### config.mk
export PLATFORM = sky130hd
export DESIGN_NAME = ahb_ctrl_io
export DESIGN_NICKNAME = d
export VERILOG_FILES = /design/src/rtl/ahb_ctrl_io_pkg.sv /design/src/rtl/ahb_ctrl_io_pulse.sv /design/src/rtl/ahb_ctrl_io.sv
export SDC_FILE = /design/constraint.sdc
export NUM_CORES = 1
export LEC_CHECK = 0
export CORE_MARGIN = 5
export CORE_UTILIZATION = 48
export DETAILED_ROUTE_END_ITERATION = 10
export HOLD_SLACK_MARGIN = 0.15
export PLACE_DENSITY = 0.77
export SYNTH_ARGS = -nofsm -noshare
export SYNTH_HDL_FRONTEND = slang
export SYNTH_SLANG_ARGS = --single-unit
### constraint.sdc
create_clock -name AHB_HCLK -period 2.8 [get_ports AHB_HCLK]
set_input_delay 0.42 -clock AHB_HCLK [delete_from_list [all_inputs] [get_ports AHB_HCLK]]
set_output_delay 0.42 -clock AHB_HCLK [all_outputs]
set_load 0.05 [all_outputs]
### src/rtl/ahb_ctrl_io_pkg.sv
// Shared constants and types for the AHB-Lite game-control I/O slave:
// register offsets, STATUS bit positions and the pulse-engine state type.
package ahb_ctrl_io_pkg;

  localparam logic [31:0] OFF_LEVEL     = 32'h0000_0000;
  localparam logic [31:0] OFF_MODE      = 32'h0000_0004;
  localparam logic [31:0] OFF_TRIG      = 32'h0000_0008;
  localparam logic [31:0] OFF_PULSE_LEN = 32'h0000_000C;
  localparam logic [31:0] OFF_STATUS    = 32'h0000_0010;
  localparam logic [31:0] OFF_IRQ_EN    = 32'h0000_0014;
  localparam logic [31:0] OFF_ID        = 32'h0000_0018;

  localparam int ST_OVF     = 0;
  localparam int ST_DONE    = 1;
  localparam int ST_CNT_CLR = 2;

  localparam logic [31:0] DEFAULT_ID   = 32'h4354_0100;
  localparam logic [15:0] TRIG_CNT_MAX = 16'hFFFF;

  typedef enum logic {
    PS_IDLE   = 1'b0,
    PS_ACTIVE = 1'b1
  } pulse_state_e;

  function automatic logic [15:0] sat_inc16(input logic [15:0] v);
    return (v == TRIG_CNT_MAX) ? v : (v + 16'd1);
  endfunction

endpackage

### src/rtl/ahb_ctrl_io_pulse.sv
// Single-channel one-shot pulse engine: a start loads the length counter and
// busy stays high for exactly len cycles; abort drops back to idle silently.
module ctrl_pulse_ch
  import ahb_ctrl_io_pkg::*;
#(
  parameter int PW = 16
) (
  input  logic          clk_i,
  input  logic          rst_ni,
  input  logic          start_i,
  input  logic          abort_i,
  input  logic [PW-1:0] len_i,
  output logic          busy_o,
  output logic          done_o,
  output logic          ovf_o
);

  localparam logic [PW-1:0] CNT_ONE = PW'(32'd1);

  pulse_state_e  state_q;
  logic [PW-1:0] cnt_q;
  logic          busy_q;
  logic          last_s;

  // A counter of 0 can only come from a bad load; treat it as the last cycle.
  assign last_s = (cnt_q <= CNT_ONE);

  // Pulse state machine with registered busy output
  always_ff @(posedge clk_i or negedge rst_ni) begin
    if (!rst_ni) begin
      state_q <= PS_IDLE;
      cnt_q   <= {PW{1'b0}};
      busy_q  <= 1'b0;
    end else begin
      case (state_q)
        PS_IDLE: begin
          if (start_i && !abort_i) begin
            state_q <= PS_ACTIVE;
            cnt_q   <= len_i;
            busy_q  <= 1'b1;
          end else begin
            state_q <= PS_IDLE;
            busy_q  <= 1'b0;
          end
        end
        PS_ACTIVE: begin
          if (abort_i || last_s) begin
            state_q <= PS_IDLE;
            cnt_q   <= {PW{1'b0}};
            busy_q  <= 1'b0;
          end else begin
            cnt_q   <= cnt_q - CNT_ONE;
            busy_q  <= 1'b1;
          end
        end
        default: begin
          state_q <= PS_IDLE;
          cnt_q   <= {PW{1'b0}};
          busy_q  <= 1'b0;
        end
      endcase
    end
  end

  assign busy_o = busy_q;
  assign done_o = (state_q == PS_ACTIVE) & ~abort_i & last_s;
  assign ovf_o  = (state_q == PS_ACTIVE) & start_i;

endmodule

### src/rtl/ahb_ctrl_io.sv
// AHB-Lite slave driving NUM_CH game-control lines in level or pulse mode,
// with sticky OVF/DONE status, a saturating trigger counter and an IRQ.
module ahb_ctrl_io
  import ahb_ctrl_io_pkg::*;
#(
  parameter int          NUM_CH = 8,
  parameter int          PW     = 16,
  parameter int          ADDR_W = 8,
  parameter logic [31:0] ID_VAL = DEFAULT_ID
) (
  input  logic              AHB_HCLK,
  input  logic              AHB_HRESETn,
  input  logic              AHB_HSEL,
  input  logic [31:0]       AHB_HADDR,
  input  logic [1:0]        AHB_HTRANS,
  input  logic              AHB_HWRITE,
  input  logic [2:0]        AHB_HSIZE,
  input  logic [31:0]       AHB_HWDATA,
  output logic [31:0]       AHB_HRDATA,
  output logic              AHB_HREADY,
  output logic [1:0]        AHB_HRESP,
  output logic [NUM_CH-1:0] ch_out,
  output logic              irq
);

  localparam logic [PW-1:0] PLEN_ONE = PW'(32'd1);

  logic [ADDR_W-1:0] addr_q;
  logic              write_q;
  logic              valid_q;

  logic [NUM_CH-1:0] level_q, level_d;
  logic [NUM_CH-1:0] mode_q, mode_d;
  logic [PW-1:0]     plen_q, plen_d;
  logic              ovf_q, ovf_d;
  logic              done_q, done_d;
  logic [15:0]       tcnt_q, tcnt_d;
  logic [1:0]        irqen_q, irqen_d;

  logic [31:0]       off_s;
  logic              wr_s, rd_s, trig_wr_s, status_wr_s, tcnt_clr_s, accept_s;
  logic [15:0]       tcnt_base_s;
  logic [NUM_CH-1:0] start_s, busy_s, done_s, ovf_s;
  logic [31:0]       rdata_s;
  logic              unused_s;

  assign unused_s = ^{AHB_HSIZE, AHB_HADDR, AHB_HWDATA};

  // Address-phase capture; no wait states so every cycle is a sample point
  always_ff @(posedge AHB_HCLK or negedge AHB_HRESETn) begin
    if (!AHB_HRESETn) begin
      addr_q  <= {ADDR_W{1'b0}};
      write_q <= 1'b0;
      valid_q <= 1'b0;
    end else begin
      addr_q  <= AHB_HADDR[ADDR_W-1:0];
      write_q <= AHB_HWRITE;
      valid_q <= AHB_HSEL & AHB_HTRANS[1];
    end
  end

  assign off_s       = 32'(addr_q);
  assign wr_s        = valid_q & write_q;
  assign rd_s        = valid_q & ~write_q;
  assign trig_wr_s   = wr_s & (off_s == OFF_TRIG);
  assign status_wr_s = wr_s & (off_s == OFF_STATUS);

  assign start_s  = {NUM_CH{trig_wr_s}} & AHB_HWDATA[NUM_CH-1:0] & mode_q;
  assign accept_s = |(start_s & ~busy_s);

  for (genvar g = 0; g < NUM_CH; g++) begin : g_ch
    ctrl_pulse_ch #(.PW(PW)) u_pulse (
      .clk_i   (AHB_HCLK),
      .rst_ni  (AHB_HRESETn),
      .start_i (start_s[g]),
      .abort_i (~mode_q[g]),
      .len_i   (plen_q),
      .busy_o  (busy_s[g]),
      .done_o  (done_s[g]),
      .ovf_o   (ovf_s[g])
    );
  end

  // Software-writable register next-state
  always_comb begin
    level_d = level_q;
    mode_d  = mode_q;
    plen_d  = plen_q;
    irqen_d = irqen_q;
    if (wr_s) begin
      case (off_s)
        OFF_LEVEL:     level_d = AHB_HWDATA[NUM_CH-1:0];
        OFF_MODE:      mode_d  = AHB_HWDATA[NUM_CH-1:0];
        OFF_PULSE_LEN: plen_d  = (AHB_HWDATA[PW-1:0] == {PW{1'b0}}) ? PLEN_ONE
                                                                   : AHB_HWDATA[PW-1:0];
        OFF_IRQ_EN:    irqen_d = AHB_HWDATA[1:0];
        default:       level_d = level_q;
      endcase
    end else begin
      level_d = level_q;
    end
  end

  // Hardware set beats a same-cycle W1C
  assign ovf_d  = (|ovf_s)  | (ovf_q  & ~(status_wr_s & AHB_HWDATA[ST_OVF]));
  assign done_d = (|done_s) | (done_q & ~(status_wr_s & AHB_HWDATA[ST_DONE]));

  assign tcnt_clr_s  = status_wr_s & AHB_HWDATA[ST_CNT_CLR];
  assign tcnt_base_s = tcnt_clr_s ? 16'd0 : tcnt_q;
  assign tcnt_d      = accept_s ? sat_inc16(tcnt_base_s) : tcnt_base_s;

  // Register file state
  always_ff @(posedge AHB_HCLK or negedge AHB_HRESETn) begin
    if (!AHB_HRESETn) begin
      level_q <= {NUM_CH{1'b0}};
      mode_q  <= {NUM_CH{1'b0}};
      plen_q  <= PLEN_ONE;
      ovf_q   <= 1'b0;
      done_q  <= 1'b0;
      tcnt_q  <= 16'd0;
      irqen_q <= 2'b00;
    end else begin
      level_q <= level_d;
      mode_q  <= mode_d;
      plen_q  <= plen_d;
      ovf_q   <= ovf_d;
      done_q  <= done_d;
      tcnt_q  <= tcnt_d;
      irqen_q <= irqen_d;
    end
  end

  // Read mux over the registered data-phase address
  always_comb begin
    rdata_s = 32'd0;
    if (rd_s) begin
      case (off_s)
        OFF_LEVEL:     rdata_s = 32'(level_q);
        OFF_MODE:      rdata_s = 32'(mode_q);
        OFF_TRIG:      rdata_s = 32'(busy_s);
        OFF_PULSE_LEN: rdata_s = 32'(plen_q);
        OFF_STATUS:    rdata_s = {tcnt_q, 14'd0, done_q, ovf_q};
        OFF_IRQ_EN:    rdata_s = {30'd0, irqen_q};
        OFF_ID:        rdata_s = ID_VAL;
        default:       rdata_s = 32'd0;
      endcase
    end else begin
      rdata_s = 32'd0;
    end
  end

  assign AHB_HRDATA = rdata_s;
  assign AHB_HREADY = 1'b1;
  assign AHB_HRESP  = 2'b00;

  // Pulse-mode channels show the engine, so reset drops them asynchronously
  assign ch_out = (mode_q & busy_s) | (~mode_q & level_q);
  assign irq    = |({done_q, ovf_q} & irqen_q);

endmodule

==> out/qor.csv <==
metric,value,unit
clk_latency,0.45,ns
core,24400,sq um
layout_setup_ws,-0.138,ns
endpoint_kind,primary output,
ys_async_sr_fraction,100,%
start_kind,register,
fp.dieArea,28100,sq um
met2_usage,41.9,%
power,0.00575,W
syn_area_per_cell,8.73,sq um
grt_pass1_wl,62.4,mm
post-route-period-util,105,%
synthFlopType,dfrtp_1,
slew_headroom,42.7,%
yosysSeqAreaShare,41.5,%
synth_top_area_share,41.3,%
slowest_stage,or4_4,
cts_sinks,198,
ios,117,
ctsRootBufferMaster,clkbuf_16,
num_rows,57,
num_vias,11913,
h-tree-depth,4,
powerDensity,389,nW/um^2
path_common_cell,buf_6,
crit_arrival,2.52,ns
synthesis.area,11900,sq um
place.port_buffers,69,
ys_seq_elements,198,
peakVddDrop,385,uV
max_freq,340,MHz
synth_cells,1368,
synth_top_area_cell,dfrtp_1,
hold_viol,0,
p_leak,5.88,nW
fin_cells,1815,
grt_pass1_vias,11328,
grt_max_degree,75,
place.gp.congestion,0.983,
tightest_slew,0.855,ns
rsz0062_at_grt,yes,
hold_path_class,in -> reg,
vias_per_cell,6.56,
detail-route-antenna-nets,0,
holdWs,0.405,ns
antenna_found_initial,0,
diodes,0,
dp_hpwl,27.7,mm
ys_top_cells_by_area,"dfrtp_1, o21ai_0, mux2_2",
drv_cap,0,
crit_family,simple AND/OR/NAND/NOR gates,
clkSlewWorstSetupHoldPaths,0.08,ns
max_stage_delay,0.59,ns
syn_to_final_growth,23.7,%
grtUsageMet3,8.56,%
violations,setup timing,
totalWireLength,40.1,mm
critPathKind,reg -> out,
wire_per_inst,22.1,microns
slew_violations,0,
gr-usage-met1,36.5,%
worstPathRequired,2.38,ns
layout-drive-gt1-share,19.4,%
setup_viol,17,
nNetsFinal,1568,
drcViolationCount,0,
yosysWarnings,0,
status,finished with violations,
grt_usage,27.6,%
skew,0.0118,ns
min_period,2.94,ns
critical_path_buf_inv_count,3,
cts_buffer_depth,2,
cts_tree,built,
cts_made_buffers,17,
crit_fanout,5,
setup-tns-final,-1.06,ns
synth-edff-count,0,
path_cells,buf_6 > or4_4 > nor4_4 > buf_6 > a222oi_1 > a21oi_2 > buf_12,
place_ws,-0.153,ns
dr.pass1.iters,6,
place_inst,1771,
die_h,168,microns
initial_core_util,49.0,%
die_w,168,microns
drt_first_iter_violations,1297,
grt_overflow,0,
gr-max-usage-layer,met2,
post_synth_num_cell_types,82,
metal layers:
layer / share of wire (%) / wire, microns
met1: 39 / 15800
met2: 45 / 18100
met3: 11 / 4220
met4: 5.0 / 2020
met5: 0 / 0
cell usage after synthesis (5+ instances only):
master	number
a21oi_1	86
a221oi_1	5
a222oi_1	7
a22o_1	21
a22oi_1	11
a31oi_1	15
a32oi_1	17
and2_1	16
and3_1	18
buf_2	6
buf_4	9
clkbuf_1	60
dfrtp_1	197
ha_1	17
inv_1	58
mux2_2	45
mux2i_1	16
nand2_1	110
nand3_1	54
nand4_1	10
nor2_1	113
nor2b_1	5
nor3_1	75
nor4_1	31
nor4_2	6
o211ai_1	10
o21a_1	9
o21ai_0	113
o21ai_1	7
o22ai_1	42
o311ai_0	12
o31ai_1	5
o32a_1	5
o32ai_1	9
or2_2	13
or3_1	16
or4_1	11
xnor2_1	17
xor2_1	7
report_power, final:
group | leakage, nW | switching [W] | total, W | internal, W
Clock | 0.267 | 0.00125 | 0.00242 | 0.00118
Combinational | 3.24 | 0.000258 | 0.000397 | 0.000139
Sequential | 2.36 | 0.0000437 | 0.00293 | 0.00289
Total | 5.88 | 0.00155 | 0.00575 | 0.00420
what timing repair did:
action | 4_1_cts | 5_1_grt
endpoints found under the setup margin | 26 | 55
pin swaps | 5 | 19
resized for setup | 24 | 52
setup buffers | 5 | 4
hold buffers | 1 | 0
hold endpoints to repair | 71 | 0
gates cloned | 2 | 1
worst paths after layout:
check / startpoint / endpoint / slack (ns) / cells after the start
max in group asynchronous: AHB_HRESETn / plen_q[0] / 1.48 / 3
min in group asynchronous: AHB_HRESETn / g_ch[4].u_pulse.cnt_q[5] / 0.59 / 2
worst max register to register: addr_q[7] / tcnt_q[2] / -0.07 / 12
worst min register to register: g_ch[4].u_pulse.cnt_q[10] / g_ch[4].u_pulse.cnt_q[10] / 0.50 / 1
worst max-delay path: addr_q[5] / AHB_HRDATA[1] / -0.14 / 7
worst min-delay path: AHB_HADDR[2] / addr_q[2] / 0.40 / 1
flip-flops by register name (all words and copies together), names as in the netlist:
name	cells
addr_q	8
done_q	1
g_ch.u_pulse.busy_o	1
g_ch.u_pulse.cnt_q	128
g_ch.u_pulse.state_q	7
irqen_q	2
level_q	8
mode_q	8
ovf_q	1
plen_q	16
tcnt_q	16
valid_q	1
write_q	1
kinds of logic after synthesis:
logic type / Yosys count / synth area share (%)
adder cells (fa/ha/maj): 17 / 1.78
AO/OA/AOI/OAI: 429 / 23.7
AND/OR/NAND/NOR: 499 / 20.9
XOR/XNOR: 24 / 1.76
buffers and inverters: 138 / 4.75
flip-flops: 198 / 41.5
other: 2 / 0.0629
multiplexers: 61 / 5.58
area by class of cell:
type	count	area (sq um)
multi-input cells	1033	6740
clock buffers	17	425
well taps	324	405
clock inverters	15	135
fillers	2011	9620
flip-flops and latches	198	4960
inverters	60	225
repair buffers	168	1880
metrics by stage:
stage	utilization [%]	area (sq um)
after floorplan	-	12000
after global placement	56.3	13700
after detailed placement	56.3	13700
after CTS	59.2	14400
after global routing	60.5	14800
final	60.5	14800
cells in the final DEF, fill, tap and decap left out, types with 12 or more instances in the layout:
cell | netlist | layout
dfrtp_1 | 197 | 197
o21ai_0 | 113 | 113
nand2_1 | 110 | 109
nor2_1 | 113 | 104
a21oi_1 | 86 | 85
buf_4 | 9 | 85
nor3_1 | 75 | 66
inv_1 | 58 | 58
nand3_1 | 54 | 52
mux2_2 | 45 | 44
o22ai_1 | 42 | 42
buf_12 | 0 | 38
clkdlybuf4s50_1 | 0 | 34
nor4_1 | 31 | 28
a22o_1 | 21 | 21
clkbuf_16 | 0 | 18
xnor2_1 | 17 | 17
a32oi_1 | 17 | 17
or3_1 | 16 | 16
mux2i_1 | 16 | 16
ha_1 | 17 | 16
a31oi_1 | 15 | 14
or2_2 | 13 | 12
and2_1 | 16 | 12
o311ai_0 | 12 | 12
(Power assumes the default switching activity.)
